$ cat src/rtl/coin_detector.sv
// rtl/coin_detector.sv - synchronize, debounce and qualify three coin sensors into clean one-cycle pulses
module coin_detector #(
  parameter int SYNC_STAGES     = 2,
  parameter int DEBOUNCE_CYCLES = 16
) (
  input  logic clk_i,
  input  logic rst_i,
  input  logic nickel_raw_i,
  input  logic dime_raw_i,
  input  logic quarter_raw_i,
  input  logic enable_i,
  output logic nickel_o,
  output logic dime_o,
  output logic quarter_o,
  output logic reject_o,
  output logic busy_o
);

  localparam int CW = $clog2(DEBOUNCE_CYCLES + 1);
  localparam logic [CW-1:0] CNT_ONE  = CW'(1);
  localparam logic [CW-1:0] CNT_MAX  = CW'(DEBOUNCE_CYCLES);
  localparam logic [CW-1:0] CNT_LAST = CW'(DEBOUNCE_CYCLES - 1);

  typedef enum logic [2:0] {
    IDLE     = 3'd0,
    QUAL     = 3'd1,
    EMIT     = 3'd2,
    REJECT   = 3'd3,
    WAIT_REL = 3'd4
  } state_t;

  logic [SYNC_STAGES-1:0] n_sync_q;
  logic [SYNC_STAGES-1:0] d_sync_q;
  logic [SYNC_STAGES-1:0] q_sync_q;

  // Synced lines packed as {quarter, dime, nickel}; the coin id uses the same one-hot layout.
  logic [2:0] s_lines;
  logic       any_line;
  logic       multi_line;

  state_t     state_q, state_d;
  logic [CW-1:0] cnt_q, cnt_d;
  logic [2:0] id_q, id_d;

  logic nickel_d, dime_d, quarter_d, reject_d, busy_d;
  logic nickel_q, dime_q, quarter_q, reject_q, busy_q;

  // Per-line synchronizer chains; only the last stage is used downstream.
  always_ff @(posedge clk_i) begin
    if (rst_i) begin
      n_sync_q <= '0;
      d_sync_q <= '0;
      q_sync_q <= '0;
    end else begin
      n_sync_q <= {n_sync_q[SYNC_STAGES-2:0], nickel_raw_i};
      d_sync_q <= {d_sync_q[SYNC_STAGES-2:0], dime_raw_i};
      q_sync_q <= {q_sync_q[SYNC_STAGES-2:0], quarter_raw_i};
    end
  end

  // Summaries of the synced lines used by the qualifier.
  always_comb begin
    s_lines    = {q_sync_q[SYNC_STAGES-1], d_sync_q[SYNC_STAGES-1], n_sync_q[SYNC_STAGES-1]};
    any_line   = |s_lines;
    multi_line = (s_lines[0] & s_lines[1]) | (s_lines[0] & s_lines[2]) | (s_lines[1] & s_lines[2]);
  end

  // State, counter and coin-id registers; reset parks in WAIT_REL so a held coin must be released first.
  always_ff @(posedge clk_i) begin
    if (rst_i) begin
      state_q <= WAIT_REL;
      cnt_q   <= '0;
      id_q    <= '0;
    end else begin
      state_q <= state_d;
      cnt_q   <= cnt_d;
      id_q    <= id_d;
    end
  end

  // Next-state logic: qualify one coin, reject overlaps, then demand a quiet interval.
  always_comb begin
    state_d = state_q;
    cnt_d   = cnt_q;
    id_d    = id_q;
    case (state_q)
      IDLE: begin
        if (multi_line) begin
          state_d = REJECT;
        end else if (any_line) begin
          id_d    = s_lines;
          cnt_d   = CNT_ONE;
          state_d = QUAL;
        end
      end
      QUAL: begin
        if (|(s_lines & ~id_q)) begin
          state_d = REJECT;
        end else if (!(|(s_lines & id_q))) begin
          state_d = IDLE;
        end else if (cnt_q == CNT_MAX) begin
          state_d = EMIT;
        end else begin
          cnt_d = cnt_q + CNT_ONE;
        end
      end
      EMIT, REJECT: begin
        state_d = WAIT_REL;
        cnt_d   = '0;
      end
      WAIT_REL: begin
        if (any_line) begin
          cnt_d = '0;
        end else if (cnt_q == CNT_LAST) begin
          cnt_d   = '0;
          state_d = IDLE;
        end else begin
          cnt_d = cnt_q + CNT_ONE;
        end
      end
      default: begin
        state_d = WAIT_REL;
        cnt_d   = '0;
      end
    endcase
  end

  // Output decode from the next state; enable_i matters only on the edge that enters EMIT.
  always_comb begin
    nickel_d  = (state_d == EMIT) && enable_i && id_q[0];
    dime_d    = (state_d == EMIT) && enable_i && id_q[1];
    quarter_d = (state_d == EMIT) && enable_i && id_q[2];
    reject_d  = (state_d == REJECT) || ((state_d == EMIT) && !enable_i);
    busy_d    = (state_d != IDLE);
  end

  // Registered outputs, updated on the same edge as the state they decode.
  always_ff @(posedge clk_i) begin
    if (rst_i) begin
      nickel_q  <= 1'b0;
      dime_q    <= 1'b0;
      quarter_q <= 1'b0;
      reject_q  <= 1'b0;
      busy_q    <= 1'b1;
    end else begin
      nickel_q  <= nickel_d;
      dime_q    <= dime_d;
      quarter_q <= quarter_d;
      reject_q  <= reject_d;
      busy_q    <= busy_d;
    end
  end

  assign nickel_o  = nickel_q;
  assign dime_o    = dime_q;
  assign quarter_o = quarter_q;
  assign reject_o  = reject_q;
  assign busy_o    = busy_q;

endmodule
$ cat config.mk
export PLATFORM = sky130hd
export DESIGN_NAME = coin_detector
export DESIGN_NICKNAME = d
export VERILOG_FILES = /design/src/rtl/coin_detector.sv
export SDC_FILE = /design/constraint.sdc
export NUM_CORES = 1
export LEC_CHECK = 0
export CORE_MARGIN = 2
export CORE_UTILIZATION = 50
export CTS_BUF_LIST = sky130_fd_sc_hd__clkbuf_4
export DETAILED_ROUTE_END_ITERATION = 10
export PLACE_DENSITY = 0.72
export SETUP_SLACK_MARGIN = 0.4
export SYNTH_ARGS = -nofsm -noshare
export SYNTH_HDL_FRONTEND = slang
export SYNTH_SLANG_ARGS = --single-unit
$ cat constraint.sdc
create_clock -name clk_i -period 4.4 [get_ports clk_i]
set_input_delay 1.32 -clock clk_i [delete_from_list [all_inputs] [get_ports clk_i]]
set_output_delay 1.32 -clock clk_i [all_outputs]
set_load 0.1 [all_outputs]
==> out/qor.yml <==
synth:
  netlist_area_sq_um: 1080
  synth_top_area_share_pct: 40.7
  seq_area_frac_synth_pct: 40.7
  yosys_warnings: 0
  synthTopCellsByArea: "dfxtp_1 41%, ha_1 4.6%, nor2b_1 4.1%"
  syn-instance-count: 117
  syn_nets: 127
  synth_area_per_cell_sq_um: 9.24
  synthDistinctLibCells: 39
  synth_seq_cells: 22
  yosysTopAreaCell: "dfxtp_1"
placement:
  gp_congestion: 0.752
  dp_hpwl_mm: 1.27
  placed_area_sq_um: 1180
  io_buffers: 10
critical_path:
  r2r_cells: 7
  critical_path.top_delay_family: "buffers and inverters"
  critPathMaxStageDelay_ps: 1120
  arrival_ps: 1770
  ff2ff_setup_slack_ps: 2470
  path_class: "reg2out"
  critPathLaunchType: "flop"
  end_kind: "output port"
  timing.rr.start: "cnt_q[0]"
  path_cells: "clkdlybuf4s50_1"
  r2r_end: "cnt_q[1]"
  cp_slowest_cell: "clkdlybuf4s50_1"
  cp_max_fo: 1
  crit_buf_inv: 1
  required_ps: 3080
worst_hold_path:
  min_from: "d_sync_q[0]"
  hold_class: "reg2reg"
  hold_depth: 1
  min_to: "d_sync_q[1]"
timing:
  fin_crit_sh_pct: 70.2
  hold_violations: 0
  timing.fmax_mhz: 324
  skew_ps: 10.8
  setup-tns-final_ps: 0
  relSlewSlack_pct: 35.4
  timing.final.crit_period_ps: 3090
  rsz0062_at_grt: "false"
  final-setup-viol-count: 0
  worstMarginPinSlew_ps: 966
  final_max_slew_viol_count: 0
final_layout:
  areaGrowthSynthToFinish_pct: 13.7
  layout.nets: 135
  final_area_sq_um: 1230
  diodes: 0
  drive_gt1_share_pct: 10.5
power:
  seqPwrFrac_pct: 53.1
  ir_drop_mv: 0.195
  p_per_area_nw_per_um2: 320
  power.leakage_nw: 0.483
  power.internal_mw: 0.310
  pwr-share-clk_pct: 39.4
  pwr-share-comb_pct: 7.4
  switching_share_pct: 21.0
  power.switching_mw: 0.0826
grt:
  grt_first_pass_wirelength_mm: 3.09
  grt_start_max_net_pins: 20
  grt_overflow: 0
  grt_pass1_vias: 728
  antenna_found_initial: 0
  grtUsageTotal_pct: 16.3
clocking:
  htree_levels: 1
  cts_tree: "done"
  clk_latency_ps: 310
  root_buffer: "clkbuf_4"
  clock_path_buffers: 2
  hold_buffers: 0
  clock_sinks: 22
  cts.reportedPaths.clkPinSlew_ps: 130
  post_cts_buffers: 0
  cts_resized: 0
  cts_buffers: 3
die:
  die_y_um: 50.5
  die-area_sq_um: 2550
  start_util_pct: 54.0
  rows: 16
  io_pins: 11
  core_sq_um: 2000
  die_w_um: 50.5
detailed_routing:
  viasPerCell: 5.34
  routed_wl_mm: 1.80
  vias: 807
  drt_iter0_markers: 25
  routedWlPerCell_um: 11.9
  drc: 0
  postRouteAntennaNets: 0
  dr.pass1.iters: 4
outcome:
  status: "finished clean"
flow_run:
  maxCapViolations: 0
## placed cells by master, fill, tap and decap left out, types with 2 or more instances in the layout
master / Yosys / layout
clkbuf_4: 0 / 3
a21oi_1: 3 / 3
o211ai_1: 3 / 3
ha_1: 4 / 4
nand3_1: 4 / 4
nor2b_1: 7 / 7
mux2i_1: 4 / 4
nor2_1: 11 / 11
nand2b_1: 4 / 4
dfxtp_1: 22 / 22
inv_1: 11 / 11
nor2_2: 2 / 2
nand2_1: 7 / 7
clkdlybuf4s50_1: 0 / 10
a21boi_1: 4 / 4
nor3b_1: 2 / 2
## metrics by stage
step,hold slack (ps),power [mW],worst slack [ps],std cells,utilization [%]
global route,471,0.409,1260,151,61.4
CTS,461,0.397,1290,151,61.4
global placement,422,0.241,1490,147,58.8
floorplan,414,0.234,2170,117,-
finish,454,0.393,1310,151,61.4
detailed placement,428,0.242,1450,147,58.8
## state kept, by name (all words and copies together) (netlist names)
signal / cells
busy_o: 1
cnt_q: 5
id_q: 3
quarter_o: 1
d_sync_q: 2
nickel_o: 1
state_q: 3
q_sync_q: 2
reject_o: 1
dime_o: 1
n_sync_q: 2
## final cells by class
cell class | count | area, sq um
Clock buffer | 3 | 22.5
Clock inverter | 1 | 30.0
Fill cell | 173 | 773
Inverter | 11 | 41.3
Multi-Input combinational cell | 77 | 561
Sequential cell | 22 | 440
Tap cell | 27 | 33.8
Timing Repair Buffer | 10 | 100
## how the worst max path moves through the flow
stage,from,endpoint,slack (ps),depth (start not counted)
after global placement,rst_i,reject_o,1490,4
after floorplan,busy_o,busy_o,2170,0
after detailed placement,rst_i,reject_o,1450,4
after CTS,nickel_o,nickel_o,1290,1
after global routing,reject_o,reject_o,1260,1
final,nickel_o,nickel_o,1310,1
## power by group through the flow
| stage | logic (mW) | clock network, mW | registers (mW) |
|---|---|---|---|
| 3_5_place_dp | 0.0288 | 0 | 0.213 |
| 3_3_place_gp | 0.0282 | 0 | 0.213 |
| 4_1_cts | 0.0293 | 0.159 | 0.209 |
| 6_report | 0.0292 | 0.155 | 0.209 |
| 2_1_floorplan | 0.0239 | 0 | 0.211 |
| 5_1_grt | 0.0334 | 0.165 | 0.210 |
## per-layer routing
metal	part of all wire, %	global-route usage, %	vias up	wire length [um]
met5	0	0	-	0
met4	1.9	8.11	0	35
met3	3.0	3.57	4	54
met2	43	25.9	12	774
met1	52	20.8	374	935
li1	-	-	417	-
## synthesized netlist by cell type (all sizes together)
cell type / number
mux2: 1
o211ai: 4
o31ai: 1
or3: 1
a22o: 1
nand4: 1
a21oi: 3
nand3: 4
o31a: 1
nor4: 1
a32o: 1
nand2b: 4
xor2: 1
o32ai: 1
nor2b: 7
o21ai: 1
a222oi: 1
o2111ai: 1
mux2i: 4
a31oi: 1
nor3: 2
o211a: 1
buf: 5
dfxtp: 22
a21boi: 4
ha: 4
nand2: 7
nand4b: 1
a211oi: 1
nand4bb: 1
nor2: 13
inv: 11
nor3b: 2
a211o: 1
clkbuf: 2
## cell families after synthesis
logic type	Yosys count	share of synthesized area [%]
AO/OA/AOI/OAI	23	18.8
XOR/XNOR	1	0.810
adder cells (fa/ha/maj)	4	4.63
buffers and inverters	18	7.41
flip-flops	22	40.7
multiplexers	5	5.09
AND/OR/NAND/NOR	44	22.6
Note: power is estimated with default switching activity, not from simulation.
